--- src/rtl/reset_sequencer.sv ---
// Board reset tree: waits for a stable PLL lock, releases sys_reset and then cpu_reset,
// debounces the user button into a CPU-only reset, and falls back to reset on lock loss.
module reset_sequencer #(
  parameter int SYNC_STAGES     = 2,
  parameter int HOLD_CYCLES     = 1024,
  parameter int CPU_DELAY       = 16,
  parameter int DEBOUNCE_CYCLES = 40000
) (
  input  logic       clock,
  input  logic       reset,
  input  logic       locked,
  input  logic       button_n,
  output logic       sys_reset,
  output logic       cpu_reset,
  output logic       running,
  output logic       lock_lost,
  output logic [2:0] state
);

  localparam int MAX_COUNT = (HOLD_CYCLES > CPU_DELAY) ? HOLD_CYCLES : CPU_DELAY;
  localparam int CW        = $clog2(MAX_COUNT + 1);
  localparam int DW        = $clog2(DEBOUNCE_CYCLES + 1);

  localparam logic [CW-1:0] HOLD_LAST = CW'(HOLD_CYCLES - 1);
  localparam logic [CW-1:0] CPU_LAST  = CW'(CPU_DELAY - 1);
  localparam logic [DW-1:0] DEB_LAST  = DW'(DEBOUNCE_CYCLES - 1);

  typedef enum logic [2:0] {
    WAIT_LOCK = 3'd0,
    HOLD      = 3'd1,
    CPU_HOLD  = 3'd2,
    RUN       = 3'd3,
    BUTTON    = 3'd4
  } state_t;

  state_t state_q, state_d;
  logic [CW-1:0] cnt_q, cnt_d;
  logic lost_q, lost_d;
  logic sys_reset_d, cpu_reset_d, running_d;

  // ---------------------------------------------------------------------------
  // Synchronizers: locked clears to 0, button_n sets to 1 (released)
  // ---------------------------------------------------------------------------
  logic [SYNC_STAGES-1:0] locked_sync;
  logic [SYNC_STAGES-1:0] button_sync;
  logic locked_s;
  logic button_s;

  always_ff @(posedge clock or posedge reset) begin
    if (reset) begin
      locked_sync <= '0;
      button_sync <= '1;
    end else begin
      locked_sync <= {locked_sync[SYNC_STAGES-2:0], locked};
      button_sync <= {button_sync[SYNC_STAGES-2:0], button_n};
    end
  end

  assign locked_s = locked_sync[SYNC_STAGES-1];
  assign button_s = button_sync[SYNC_STAGES-1];

  // ---------------------------------------------------------------------------
  // Debouncer: deb is the accepted level (1 = released)
  // ---------------------------------------------------------------------------
  logic [DW-1:0] deb_cnt;
  logic deb;
  logic deb_prev;
  logic press;

  always_ff @(posedge clock or posedge reset) begin
    if (reset) begin
      deb_cnt  <= '0;
      deb      <= 1'b1;
      deb_prev <= 1'b1;
    end else begin
      deb_prev <= deb;
      if (button_s == deb) begin
        deb_cnt <= '0;
      end else if (deb_cnt == DEB_LAST) begin
        deb     <= button_s;
        deb_cnt <= '0;
      end else begin
        deb_cnt <= deb_cnt + DW'(1);
      end
    end
  end

  // One-cycle pulse on the edge after the debounced level goes pressed, so a
  // button held through power-up never counts as a fresh press later on.
  assign press = deb_prev & ~deb;

  // ---------------------------------------------------------------------------
  // State register and registered outputs
  // ---------------------------------------------------------------------------
  always_ff @(posedge clock or posedge reset) begin
    if (reset) begin
      state_q   <= WAIT_LOCK;
      cnt_q     <= '0;
      lost_q    <= 1'b0;
      sys_reset <= 1'b1;
      cpu_reset <= 1'b1;
      running   <= 1'b0;
    end else begin
      state_q   <= state_d;
      cnt_q     <= cnt_d;
      lost_q    <= lost_d;
      sys_reset <= sys_reset_d;
      cpu_reset <= cpu_reset_d;
      running   <= running_d;
    end
  end

  // ---------------------------------------------------------------------------
  // Next-state logic; priority is lock loss > button > counter expiry
  // ---------------------------------------------------------------------------
  always_comb begin
    state_d = state_q;
    cnt_d   = cnt_q;
    lost_d  = lost_q;
    case (state_q)
      WAIT_LOCK: begin
        if (locked_s) begin
          state_d = HOLD;
          cnt_d   = '0;
        end
      end
      HOLD: begin
        // A lock drop here is a late or glitchy lock, not a loss.
        if (!locked_s) begin
          state_d = WAIT_LOCK;
          cnt_d   = '0;
        end else if (cnt_q == HOLD_LAST) begin
          state_d = CPU_HOLD;
          cnt_d   = '0;
        end else begin
          cnt_d = cnt_q + CW'(1);
        end
      end
      CPU_HOLD: begin
        if (!locked_s) begin
          state_d = WAIT_LOCK;
          cnt_d   = '0;
          lost_d  = 1'b1;
        end else if (press) begin
          state_d = BUTTON;
          cnt_d   = '0;
        end else if (cnt_q == CPU_LAST) begin
          state_d = RUN;
          cnt_d   = '0;
        end else begin
          cnt_d = cnt_q + CW'(1);
        end
      end
      RUN: begin
        if (!locked_s) begin
          state_d = WAIT_LOCK;
          cnt_d   = '0;
          lost_d  = 1'b1;
        end else if (press) begin
          state_d = BUTTON;
          cnt_d   = '0;
        end
      end
      BUTTON: begin
        if (!locked_s) begin
          state_d = WAIT_LOCK;
          cnt_d   = '0;
          lost_d  = 1'b1;
        end else if (deb) begin
          state_d = CPU_HOLD;
          cnt_d   = '0;
        end
      end
      default: begin
        state_d = WAIT_LOCK;
        cnt_d   = '0;
      end
    endcase
  end

  // ---------------------------------------------------------------------------
  // Output decode from the next state, so outputs change on the same edge
  // ---------------------------------------------------------------------------
  always_comb begin
    sys_reset_d = 1'b1;
    cpu_reset_d = 1'b1;
    running_d   = 1'b0;
    case (state_d)
      WAIT_LOCK, HOLD: begin
        sys_reset_d = 1'b1;
        cpu_reset_d = 1'b1;
      end
      CPU_HOLD, BUTTON: begin
        sys_reset_d = 1'b0;
        cpu_reset_d = 1'b1;
      end
      RUN: begin
        sys_reset_d = 1'b0;
        cpu_reset_d = 1'b0;
        running_d   = 1'b1;
      end
      default: begin
        sys_reset_d = 1'b1;
        cpu_reset_d = 1'b1;
      end
    endcase
  end

  assign lock_lost = lost_q;
  assign state     = state_q;

endmodule

--- config.mk ---
export PLATFORM = sky130hd
export DESIGN_NAME = reset_sequencer
export DESIGN_NICKNAME = d
export VERILOG_FILES = /design/src/rtl/reset_sequencer.sv
export SDC_FILE = /design/constraint.sdc
export NUM_CORES = 1
export LEC_CHECK = 0
export CORE_AREA = 2 2 64 66
export CTS_CLUSTER_DIAMETER = 100
export DETAILED_ROUTE_END_ITERATION = 8
export DIE_AREA = 0 0 66 68
export PLACE_DENSITY = 0.8
export SYNTH_ARGS = -nofsm -noshare
export SYNTH_HDL_FRONTEND = slang
export SYNTH_SLANG_ARGS = --single-unit
--- constraint.sdc ---
create_clock -name clock -period 1.6 [get_ports clock]
set_input_delay 0.32 -clock clock [delete_from_list [all_inputs] [get_ports clock]]
set_output_delay 0.32 -clock clock [all_outputs]
set_load 0.1 [all_outputs]
Word-level counts from Yosys, hierarchy flattened:

Cells that the tools add are included.

* add/sub/neg operators: 2
* equality and inequality tests: 14
* multiplexer cells: 27
* bitwise logic cells: 4
* reductions and logical operators: 6

Operators by type and width (number)
* $mux W11: 10
* $pmux W11 S5: 1
* $mux W16: 2
* $mux W3: 10
* $add A16 B1 Y16 const B: 1
* $eq A16 B16 Y1 const B: 1
* $pmux W3 S5: 1
* $eq A3 B2 Y1 const B: 4
* $add A11 B1 Y11 const B: 1
* $eq A11 B10 Y1 const B: 1
* $eq A11 B4 Y1 const B: 1
* $eq A3 B3 Y1 const B: 2
* $ne A3 B3 Y1 const B: 2
* $reduce_or A3 Y1: 2
* $reduce_and A2 Y1: 2
* $eq A3 B1 Y1 const B: 1
* $logic_not A3 Y1: 1
* $mux W1: 3
* $not A1 Y1: 3
* $reduce_and A3 Y1: 1
* $ne A2 B2 Y1 const B: 1
* $and A1 B1 Y1: 1
* $eq A1 B1 Y1: 1

* bits in registers: 40
* input port bits: 4
* output and inout port bits: 7
* word-level logic and storage cells: 64

Longest topological paths before layout:

* depth after elaboration: 8
* gate-level depth with buffers: 8
* depth with buffers taken out: 6

Worst setup path before layout:

No wires, ideal clock.

* path kind: register -> register
* from: register state_q[2], in the netlist state[2]
* to: register cnt_q[7]
* library setup time: 0.126 ns
* arrival time: 2.001 ns
* required time: 1.474 ns
* slack: -0.527 ns
* cell stages (with the launch flop): 6
* path buffers: 1
* period minus slack after synthesis: 2.127 ns
* path through: dfrtp_1 > nor2b_1 > and3_1 > o2bb2ai_2 > buf_6 > a221o_1

* word-level cells in the longest chain between the ends: 3
* elaborated cells on any way between the ends: 10
* those cells by class: eq/ne: 7; mux: 1; reduce/logical: 2

RTL lines
* start, declared: line 36 `state_t state_q, state_d;`
* start signal, assigned: line 104 `state_q <= state_d;`
* $eq A3 B2 Y1 (tied with other cells): line 120 `case (state_q)`
* $ne A3 B3 Y1 (no line) or $ne A2 B2 Y1 (tied branches)
* $reduce_and A3 Y1 (no line)
* end signal, assigned: line 105 `cnt_q <= cnt_d;`
* end, declared: line 37 `logic [CW-1:0] cnt_q, cnt_d;`

Several ways; a longest one is shown, not always the timed one.
A chain may end at the register's enable or synchronous reset.

Worst setup path after layout:

* from: register cnt_q[1]
* to: register cnt_q[7]

* word-level cells in the longest chain between the ends: 5
* elaborated cells on any way between the ends: 9
* those cells by class: add/sub: 1; eq/ne: 2; mux: 6

RTL lines
* $add A11 B1 Y11 or $eq A11 B4 Y1 (tied branches): line 136, 151, 147
* $mux W11: line 147 `end else if (cnt_q == CPU_LAST) begin`
* $mux W11: line 144 `end else if (press) begin`
* $mux W11: line 140 `if (!locked_s) begin`
* $pmux W11 S5 *: line 120

Mark *: on every way between the ends. The rest lies on a longest branch, timed or not.

==> results_dict.tcl <==
set metrics [dict create \
    setup_viol 12 \
    antenna_found_initial 0 \
    slew_headroom_pct 79.0 \
    synth_top_area_share_pct 44.6 \
    status "finished with violations" \
    track_usage_pct 20.7 \
    grt_start_max_net_pins 41 \
    antenna_left 0 \
    clk_path_buf_depth 2 \
    failed_checks "negative setup slack" \
    synthCells 188 \
    core_sq_um 3860 \
    hpwl_microns 2580 \
    synth_top_cells_by_area "dfrtp_1 45%, dfstp_2 8.3%, nor2_1 5.5%, xor2_1 4.6%, nand2_1 3.9%" \
    worst_r2r_startpoint "cnt_q[1]" \
    final_nets 234 \
    reg2reg_to "cnt_q[7]" \
    p_per_area_nw_per_um2 808 \
    grt_setup_unrepaired "true" \
    fmax_mhz 559 \
    port_buffers 10 \
    crit_required_ns 1.78 \
    ff2ff_path_depth 6 \
    leakage_nw 1.13 \
    r2r_slack_ns -0.19 \
    tightest_slew_ns 0.312 \
    clk_latency_ns 0.30 \
    holdPathStages 0 \
    grt_pass1_wl_microns 6980 \
    placed_cell_area_sq_um 2350 \
    fin_skew_ns 0.00422 \
    cts_max_level 2 \
    synth_seq_cells 40 \
    synth.avg_cell_area_sq_um 10.2 \
    wire_per_inst_microns 14.8 \
    vdd_drop_max_mv 0.615 \
    finalWorstSetupSlack_ns -0.188 \
    die_y_microns 68 \
    die_area_sq_um 4490 \
    ctsHoldBuffers 0 \
    die_x_microns 66 \
    path_max_fanout 8 \
    drv_slew 0 \
    critPathArrivalTime_ns 1.96 \
    yosysUniqueCellTypes 44 \
    ys.flop_type "dfrtp_1" \
    grt_pass1_vias 1534 \
    synthesis.nets 194 \
    diodes 0 \
    syn_area_sq_um 1910 \
    hold_viol 0 \
    ioPinCount 11 \
    startpoint_type "flip-flop" \
    drcViolationCount 0 \
    whs_endpoint "button_sync[1]" \
    async_flop_share_pct 100 \
    holdCritPathClass "reg2reg" \
    drive_gt1_share_pct 34.5 \
    place_congestion 0.876 \
    synth_top_area_cell "dfrtp_1" \
    cts_tree "built" \
    clk_pin_slew_ns 0.07 \
    drtIter0Drc 109 \
    cts_made_buffers 5 \
    timing.max_cap.violations 0 \
    n_fill_cell 287 \
    cp-end-kind "flip-flop" \
    placementRows 23 \
    start_util_pct 49.5 \
    synth_common_cells "34 x dfrtp_1, 28 x nor2_1, 20 x nand2_1, 11 x nand3_1" \
    final_area_sq_um 2600 \
    area_growth_pct 36.2 \
    wl_microns 4130 \
    ys_warn_count 0 \
    timing.final.crit_period_ns 1.79 \
    pre_cts_slack_ns -0.143 \
    globalRouteOverflowTotal 0 \
    ys_seq_area_share_pct 52.8 \
    totalPowerFinal_w 0.00210 \
    cts-root-buf "clkbuf_8" \
    min_from "button_sync[0]" \
    synth_enable_flop_cells 0 \
    hold_ws_ns 0.364 \
    dr.pass1.iters 4 \
    period_share_pct 112 \
    route.vias.total 1507 \
    synth_most_common_cell "dfrtp_1" \
    path_class "reg2reg" \
    clkSinkCount 40 \
    avgViaCountPerCell 5.40 \
]
[placed cells by master, fill, tap and decap left out, types with 2 or more instances in the layout]
cell type / Yosys / layout
o21ai_0: 2 / 2
dfstp_2: 6 / 6
nor3_1: 2 / 2
xnor2_1: 5 / 5
clkbuf_8: 0 / 7
nand3_1: 11 / 11
nand4_1: 5 / 5
a21o_2: 2 / 2
xor2_1: 10 / 10
nor2_1: 28 / 28
dfrtp_1: 34 / 31
a21oi_2: 0 / 3
a22o_2: 4 / 3
and3_1: 4 / 2
buf_6: 2 / 5
nand2_1: 20 / 20
buf_12: 0 / 9
o22ai_1: 2 / 2
a21oi_1: 7 / 4
nand3b_1: 2 / 2
and4_1: 3 / 2
buf_4: 1 / 22
dfrtp_4: 0 / 3
clkdlybuf4s50_1: 0 / 3
and3_4: 0 / 2
inv_1: 10 / 9
mux2i_1: 2 / 2
[cells by family (layout without fill, tap and decap cells)]
logic type	count (synthesis)	in the layout	share of synthesized area (%)
AO/OA/AOI/OAI	24	24	9.24
flip-flops	40	40	52.8
AND/OR/NAND/NOR	88	88	23.9
multiplexers	3	3	1.64
XOR/XNOR	15	15	6.88
buffers and inverters	16	57	4.26
adder cells (fa/ha/maj)	2	2	1.31
[worst max path at each step]
stage | from | slack (ns) | end | cells after the start
floorplan | state[1] | -0.07 | cnt_q[7] | 5
global placement | cnt_q[1] | -0.08 | cnt_q[7] | 6
detailed placement | cnt_q[0] | -0.14 | cnt_q[7] | 6
CTS | cnt_q[8] | -0.15 | cnt_q[7] | 6
global route | cnt_q[1] | -0.28 | cnt_q[7] | 6
finish | cnt_q[1] | -0.19 | cnt_q[7] | 6
[power breakdown]
group,switching (W),internal [W],total (W)
clock network,0.000346,0.000550,0.000896
logic,0.0000848,0.0000730,0.000158
registers,0.0000176,0.00103,0.00105
[critical path: stages (launching register included)]
cell	delay (ns)
dfrtp_1	0.41
ha_4	0.19
nand3_4	0.10
nor4_4	0.36
o2bb2ai_4	0.17
and3_4	0.18
a221o_1	0.26
[area by class of cell]
cell class / instances / area (sq um) / share of cell area, %
sequential: 40 / 1020 / 39.2
tap: 50 / 62.6 / 2.41
clock buffer: 7 / 96.3 / 3.70
clock inverter: 1 / 30.0 / 1.15
multi-input combinational: 132 / 923 / 35.5
inverter: 10 / 37.5 / 1.44
timing repair buffer: 39 / 432 / 16.6
[metal layers]
layer	vias up	track usage, %	share of wire, %
li1	723	-	-
met4	0	9.44	1.5
met3	6	5.43	3.1
met2	30	33.8	51
met1	748	26.0	45
met5	-	0	0
[state kept, by name, summed over array words and instances, names as in the netlist]
register     count
button_sync      2
cnt_q           11
cpu_reset        1
deb              1
deb_cnt         16
deb_prev         1
lock_lost        1
locked_sync      2
running          1
state            3
sys_reset        1
[through the flow]
stage	TNS, ns	utilization [%]	std cells
after floorplan	-0.217	-	188
after global placement	-0.581	61.0	268
after detailed placement	-1.22	61.0	268
after CTS	-1.14	66.7	279
after global routing	-2.44	67.5	279
final	-1.51	67.5	279
[repair_timing]
action	CTS	global route
endpoints found under the setup margin	12	29
hold endpoints to repair	0	0
setup buffers	3	0
resized for setup	15	5
pin swaps	9	7
Power figures use the tool's default switching activity.
